## src/rtl/hs_mon_pkg.sv

```systemverilog
// Shared types and helpers for the ready/valid protocol monitor.
package hs_mon_pkg;

    typedef enum logic [1:0] {
        NONE        = 2'd0,
        VALID_DROP  = 2'd1,
        DATA_CHANGE = 2'd2,
        TIMEOUT     = 2'd3
    } err_code_t;

    typedef enum logic {
        IDLE = 1'b0,
        PEND = 1'b1
    } ch_state_t;

    // Increment that sticks at max_v; callers cast to their own width.
    function automatic logic [31:0] sat_inc(input logic [31:0] v, input logic [31:0] max_v);
        return (v >= max_v) ? v : v + 32'd1;
    endfunction

endpackage

```

## src/rtl/hs_channel_checker.sv

```systemverilog
// One monitored ready/valid channel: IDLE/PEND FSM, hold register, stall and transfer counters.
// Sticky flags are registered (1-cycle latency); ev_* are same-cycle events used for first-error capture.
module hs_channel_checker
    import hs_mon_pkg::*;
#(
    parameter int DATA_W      = 5,
    parameter int CNT_W       = 16,
    parameter int STALL_LIMIT = 64
) (
    input  logic              clk_i,
    input  logic              rst_n_i,
    input  logic              clear_i,
    input  logic              valid_i,
    input  logic              ready_i,
    input  logic [DATA_W-1:0] data_i,
    output logic [CNT_W-1:0]  xfer_count_o,
    output logic              ev_valid_drop_o,
    output logic              ev_data_change_o,
    output logic              ev_timeout_o,
    output logic              err_valid_drop_o,
    output logic              err_data_change_o,
    output logic              err_timeout_o
);
    localparam int          ST_W      = $clog2(STALL_LIMIT + 1);
    localparam logic [31:0] CNT_MAX   = 32'((64'd1 << CNT_W) - 64'd1);
    localparam logic [31:0] STALL_MAX = 32'(STALL_LIMIT);

    ch_state_t         state_q;
    logic [DATA_W-1:0] hold_q;
    logic [ST_W-1:0]   stall_q;
    logic [ST_W-1:0]   stall_d;
    logic [CNT_W-1:0]  cnt_q;
    logic [CNT_W-1:0]  cnt_d;
    logic              vd_q, dc_q, to_q;
    logic              live, stalled, accepted;

    assign live     = rst_n_i & ~clear_i;
    assign stalled  = valid_i & ~ready_i;
    assign accepted = valid_i & ready_i;
    assign cnt_d    = CNT_W'(sat_inc(32'(cnt_q), CNT_MAX));
    assign stall_d  = ST_W'(sat_inc(32'(stall_q), STALL_MAX));

    // Timeout fires only on the step into STALL_LIMIT, so once per episode.
    always_comb begin
        ev_valid_drop_o  = live && (state_q == PEND) && !valid_i;
        ev_data_change_o = live && (state_q == PEND) && valid_i && (data_i != hold_q);
        if (state_q == IDLE)
            ev_timeout_o = live && stalled && (STALL_LIMIT == 1);
        else
            ev_timeout_o = live && stalled && (32'(stall_q) == STALL_MAX - 32'd1);
    end

    always_ff @(posedge clk_i) begin
        if (!rst_n_i || clear_i) begin
            state_q <= IDLE;
            hold_q  <= '0;
            stall_q <= '0;
            cnt_q   <= '0;
            vd_q    <= 1'b0;
            dc_q    <= 1'b0;
            to_q    <= 1'b0;
        end else begin
            if (accepted)
                cnt_q <= cnt_d;
            case (state_q)
                IDLE: if (stalled) begin
                    state_q <= PEND;
                    hold_q  <= data_i;
                    stall_q <= ST_W'(1);
                end
                PEND: if (!valid_i || ready_i)
                    state_q <= IDLE;
                else
                    stall_q <= stall_d;
                default: state_q <= IDLE;
            endcase
            vd_q <= vd_q | ev_valid_drop_o;
            dc_q <= dc_q | ev_data_change_o;
            to_q <= to_q | ev_timeout_o;
        end
    end

    assign xfer_count_o      = cnt_q;
    assign err_valid_drop_o  = vd_q;
    assign err_data_change_o = dc_q;
    assign err_timeout_o     = to_q;

endmodule

```

## src/rtl/hs_protocol_monitor.sv

```systemverilog
// Passive N-channel ready/valid monitor: per-channel checkers plus first-error capture.
// Errors register one cycle after the offending sample; never drives or backpressures the channels.
module hs_protocol_monitor
    import hs_mon_pkg::*;
#(
    parameter int N_CH        = 3,
    parameter int DATA_W      = 5,
    parameter int CNT_W       = 16,
    parameter int STALL_LIMIT = 64,
    localparam int CH_W       = (N_CH > 1) ? $clog2(N_CH) : 1
) (
    input  logic                   CLK,
    input  logic                   RESETN,
    input  logic                   clear,
    input  logic [N_CH-1:0]        valid,
    input  logic [N_CH-1:0]        ready,
    input  logic [N_CH*DATA_W-1:0] data,
    output logic [N_CH*CNT_W-1:0]  xfer_count,
    output logic [N_CH-1:0]        err_valid_drop,
    output logic [N_CH-1:0]        err_data_change,
    output logic [N_CH-1:0]        err_timeout,
    output logic                   err_any,
    output logic                   first_err_valid,
    output logic [CH_W-1:0]        first_err_chan,
    output logic [1:0]             first_err_code
);
    logic [N_CH-1:0] ev_vd, ev_dc, ev_to;
    logic            hit_d;
    logic [CH_W-1:0] chan_d;
    err_code_t       code_d;
    logic            fv_q;
    logic [CH_W-1:0] chan_q;
    err_code_t       code_q;

    for (genvar i = 0; i < N_CH; i++) begin : g_ch
        hs_channel_checker #(
            .DATA_W      (DATA_W),
            .CNT_W       (CNT_W),
            .STALL_LIMIT (STALL_LIMIT)
        ) u_chk (
            .clk_i             (CLK),
            .rst_n_i           (RESETN),
            .clear_i           (clear),
            .valid_i           (valid[i]),
            .ready_i           (ready[i]),
            .data_i            (data[i*DATA_W +: DATA_W]),
            .xfer_count_o      (xfer_count[i*CNT_W +: CNT_W]),
            .ev_valid_drop_o   (ev_vd[i]),
            .ev_data_change_o  (ev_dc[i]),
            .ev_timeout_o      (ev_to[i]),
            .err_valid_drop_o  (err_valid_drop[i]),
            .err_data_change_o (err_data_change[i]),
            .err_timeout_o     (err_timeout[i])
        );
    end

    // Scan high to low so the lowest channel index is the last writer and wins.
    always_comb begin
        hit_d  = 1'b0;
        chan_d = '0;
        code_d = NONE;
        for (int i = N_CH - 1; i >= 0; i--) begin
            if (ev_vd[i] | ev_dc[i] | ev_to[i]) begin
                hit_d  = 1'b1;
                chan_d = CH_W'(i);
                code_d = ev_vd[i] ? VALID_DROP : (ev_dc[i] ? DATA_CHANGE : TIMEOUT);
            end
        end
    end

    always_ff @(posedge CLK) begin
        if (!RESETN || clear) begin
            fv_q   <= 1'b0;
            chan_q <= '0;
            code_q <= NONE;
        end else if (!fv_q && hit_d) begin
            fv_q   <= 1'b1;
            chan_q <= chan_d;
            code_q <= code_d;
        end
    end

    assign err_any         = |{err_valid_drop, err_data_change, err_timeout};
    assign first_err_valid = fv_q;
    assign first_err_chan  = chan_q;
    assign first_err_code  = code_q;

endmodule

```

## config.mk

```make
export PLATFORM = sky130hd
export DESIGN_NAME = hs_protocol_monitor
export DESIGN_NICKNAME = d
export VERILOG_FILES = /design/src/rtl/hs_mon_pkg.sv /design/src/rtl/hs_channel_checker.sv /design/src/rtl/hs_protocol_monitor.sv
export SDC_FILE = /design/constraint.sdc
export NUM_CORES = 1
export LEC_CHECK = 0
export ABC_AREA = 0
export CAP_MARGIN = 20
export CORE_MARGIN = 2
export CORE_UTILIZATION = 40
export CTS_CLUSTER_DIAMETER = 50
export DETAILED_ROUTE_END_ITERATION = 10
export MAX_ROUTING_LAYER = met4
export SLEW_MARGIN = 20
export SYNTH_ARGS = -nofsm -noshare
export SYNTH_HDL_FRONTEND = slang
export SYNTH_SLANG_ARGS = --single-unit
```

## constraint.sdc

```tcl
create_clock -name CLK -period 4.5 [get_ports CLK]
set_input_delay 0.675 -clock CLK [delete_from_list [all_inputs] [get_ports CLK]]
set_output_delay 0.675 -clock CLK [all_outputs]
set_load 0.1 [all_outputs]
```

==> flow_summary.json <==
{
  "status": "complete, no violations",
  "tritoncts": "built",
  "core_sq_um": 11500,
  "synth_top_area_cell": "dfxtp_1",
  "clkSinkCount": 101,
  "dp_hpwl_um": 7780,
  "cp-endpoint": "err_any",
  "grt-ovfl-total": 0,
  "slew_viol_final": 0,
  "drv_cap": 0,
  "ys_ff_latch": 101,
  "synth-edff-count": 0,
  "start_util_pct": 41.0,
  "leakagePower_nw": 1.99,
  "vias": 3999,
  "r2r_cells": 7,
  "grt_max_degree": 76,
  "ioPinCount": 87,
  "timing.hold.ws_ns": 0.467,
  "insertion_delay_ns": 0.34,
  "routed_wl_um": 10900,
  "cp.arrival_ns": 2.27,
  "syn-num-nets": 587,
  "reg2reg_from": "g_ch[2].u_chk.xfer_count_o[0]$_SDFFE_PP0P_",
  "grt_use_total_pct": 18.1,
  "holdCritPathClass": "reg2reg",
  "die_y_um": 112,
  "slew_headroom_pct": 33.2,
  "postSynth.asyncResetShare_pct": 0,
  "setup_viol": 0,
  "h-tree-depth": 3,
  "syn_avg_cell_area_sq_um": 8.44,
  "critPathRequiredTime_ns": 3.83,
  "crit_fanout": 3,
  "fin_crit_sh_pct": 65.5,
  "portBuffers": 86,
  "crit_path_end_kind": "output pin",
  "first_iter_violations": 220,
  "rows": 39,
  "critPathMaxStageDelay_ns": 0.99,
  "synthTopCellsByArea": "dfxtp_1 (43%), xor2_1 (7.1%), nor2_1 (6.9%), xnor2_1 (4.1%), a21oi_1 (4.0%)",
  "antenna_left": 0,
  "drc": 0,
  "synthTopCellsByCount": "dfxtp_1 (101), nor2_1 (87), nand2_1 (48)",
  "worstSetupPathType": "reg2out",
  "start_kind": "register",
  "first_pass_iters": 4,
  "fin_setup_tns_ns": 0,
  "ir_drop_mv": 0.237,
  "crit_start": "g_ch[1].u_chk.err_valid_drop_o$_SDFF_PP0_",
  "power.density_nw_per_um2": 317,
  "tightest_slew_ns": 0.998,
  "numCtsBuffers": 9,
  "grt_pass1_vias": 3805,
  "post_cts_resized": 0,
  "grt_pass1_wl_um": 18200,
  "postCtsSetupBuffers": 0,
  "clkTransAtPathRegs_ns": 0.07,
  "antenna_found_initial": 0,
  "r2r-end": "g_ch[2].u_chk.xfer_count_o[9]$_SDFFE_PP0P_",
  "synth_ff_type": "dfxtp_1",
  "cts-root-buf": "clkbuf_16",
  "synth_top_area_share_pct": 43.0,
  "wl_per_cell_um": 14.1,
  "netlist-cell-type-count": 59,
  "pre_cts_slack_ns": 1.49,
  "r2r_slack_ns": 2.35,
  "avgViaCountPerCell": 5.17,
  "nets": 657,
  "path_cells": "nor4_1, nand3_1, clkdlybuf4s50_1",
  "hold_buffers": 0,
  "power_w": 0.00189,
  "n_fill_cell": 1065,
  "synth.most_common_cell": "dfxtp_1",
  "antenna_cells": 0,
  "clock_skew_ns": 0.00608,
  "hold_viol_final": 0,
  "cts.path.max_buffers": 2,
  "yosysSeqAreaShare_pct": 43.0,
  "max_freq_ghz": 0.339,
  "period_needed_ns": 2.95,
  "synth_area_sq_um": 4700,
  "crit_path_top_delay_cell": "clkdlybuf4s50_1",
  "die-area_sq_um": 12600,
  "setup_ws_ns": 1.55,
  "drive_gt1_share_pct": 5.39,
  "yosysWarnings": 0,
  "area.growth.synth_to_final_pct": 26.4,
  "die_w_um": 112,
  "syn-instance-count": 557,
  "globalplace.congestion": 0.876,
  "rsz0062_at_grt": "no"
}
-- state kept, by name, indices dropped and copies added (netlist names) --
register,cells
g_ch.u_chk.err_timeout_o,3
first_err_code,2
g_ch.u_chk.err_data_change_o,3
g_ch.u_chk.xfer_count_o,48
g_ch.u_chk.err_valid_drop_o,3
g_ch.u_chk.stall_q,21
g_ch.u_chk.state_q,3
first_err_chan,2
g_ch.u_chk.hold_q,15
first_err_valid,1
-- area by class of cell --
cell class | count | area (sq um) | share of cell area (%)
clock buffers | 11 | 233 | 3.92
flip-flops and latches | 101 | 2020 | 34.0
repair buffers | 87 | 868 | 14.6
multi-input cells | 415 | 2490 | 42.0
clock inverters | 4 | 97.6 | 1.64
inverters | 13 | 48.8 | 0.821
well taps | 143 | 179 | 3.01
-- layout by cell type (no fill, tap or decap), drive strengths merged, types with 2 or more instances in the layout --
master,instances
and2,3
bufinv,3
nand4,12
xor2,38
dfxtp,101
mux2i,3
nand3,32
xnor2,22
nand2b,8
a21o,2
o21a,2
and4,8
or4,5
nor3,12
clkdlybuf4s50,86
a211oi,2
nand2,49
nor3b,4
inv,13
nor4,9
o21ai,33
clkbuf,11
ha,6
o221a,2
or3,11
a21oi,38
and3,2
a31oi,6
nor2,87
-- how the worst min path moves through the flow --
stage,cells after the start,start,end,slack [ns]
4_1_cts,2,g_ch[2].u_chk.err_valid_drop_o$_SDFF_PP0_,g_ch[2].u_chk.err_valid_drop_o$_SDFF_PP0_,0.47
2_1_floorplan,2,g_ch[2].u_chk.err_timeout_o$_SDFF_PP0_,g_ch[2].u_chk.err_timeout_o$_SDFF_PP0_,0.44
5_1_grt,2,g_ch[2].u_chk.err_valid_drop_o$_SDFF_PP0_,g_ch[2].u_chk.err_valid_drop_o$_SDFF_PP0_,0.50
6_report,2,g_ch[2].u_chk.err_valid_drop_o$_SDFF_PP0_,g_ch[2].u_chk.err_valid_drop_o$_SDFF_PP0_,0.47
3_3_place_gp,2,g_ch[2].u_chk.err_valid_drop_o$_SDFF_PP0_,g_ch[2].u_chk.err_valid_drop_o$_SDFF_PP0_,0.45
3_5_place_dp,2,g_ch[2].u_chk.err_valid_drop_o$_SDFF_PP0_,g_ch[2].u_chk.err_valid_drop_o$_SDFF_PP0_,0.46
-- logic make-up after synthesis --
family	count (synthesis)	share of synthesized area (%)
adders and majority gates	6	1.60
DFF	101	43.0
muxes	3	0.639
and+or+nand+nor	248	26.7
AOI/OAI and AO/OA	98	12.8
buffers and inverters	41	4.02
xor gates and xnor gates	60	11.2
-- per-layer routing --
metal  up-vias  track usage, %  wire length, um
li1       2066               -                -
met1      1860            22.4             5360
met2        62            29.6             5060
met3        11            4.32              358
met4         0            5.28              118
met5         -               -                0
-- through the flow --
stage,instances,util (%),instance area (sq um)
after CTS,774,51.8,5940
after global placement,759,48.9,5610
after floorplan,557,-,4700
after detailed placement,759,48.9,5610
final,774,51.8,5940
after global routing,774,51.8,5940
-- critical path, delay by kind of cell, from the launching register on --
kind,cells,cell delay [ns]
and+or+nand+nor,2,0.60
DFF,1,0.34
buffers and inverters,1,0.99
-- power by group --
part           switching (W)  leakage [nW]  internal (W)
registers         0.00000769         0.815      0.000901
clock network       0.000322         0.156      0.000541
logic              0.0000725          1.01     0.0000416
total               0.000402          1.99       0.00148
Power figures use the tool's default switching activity.
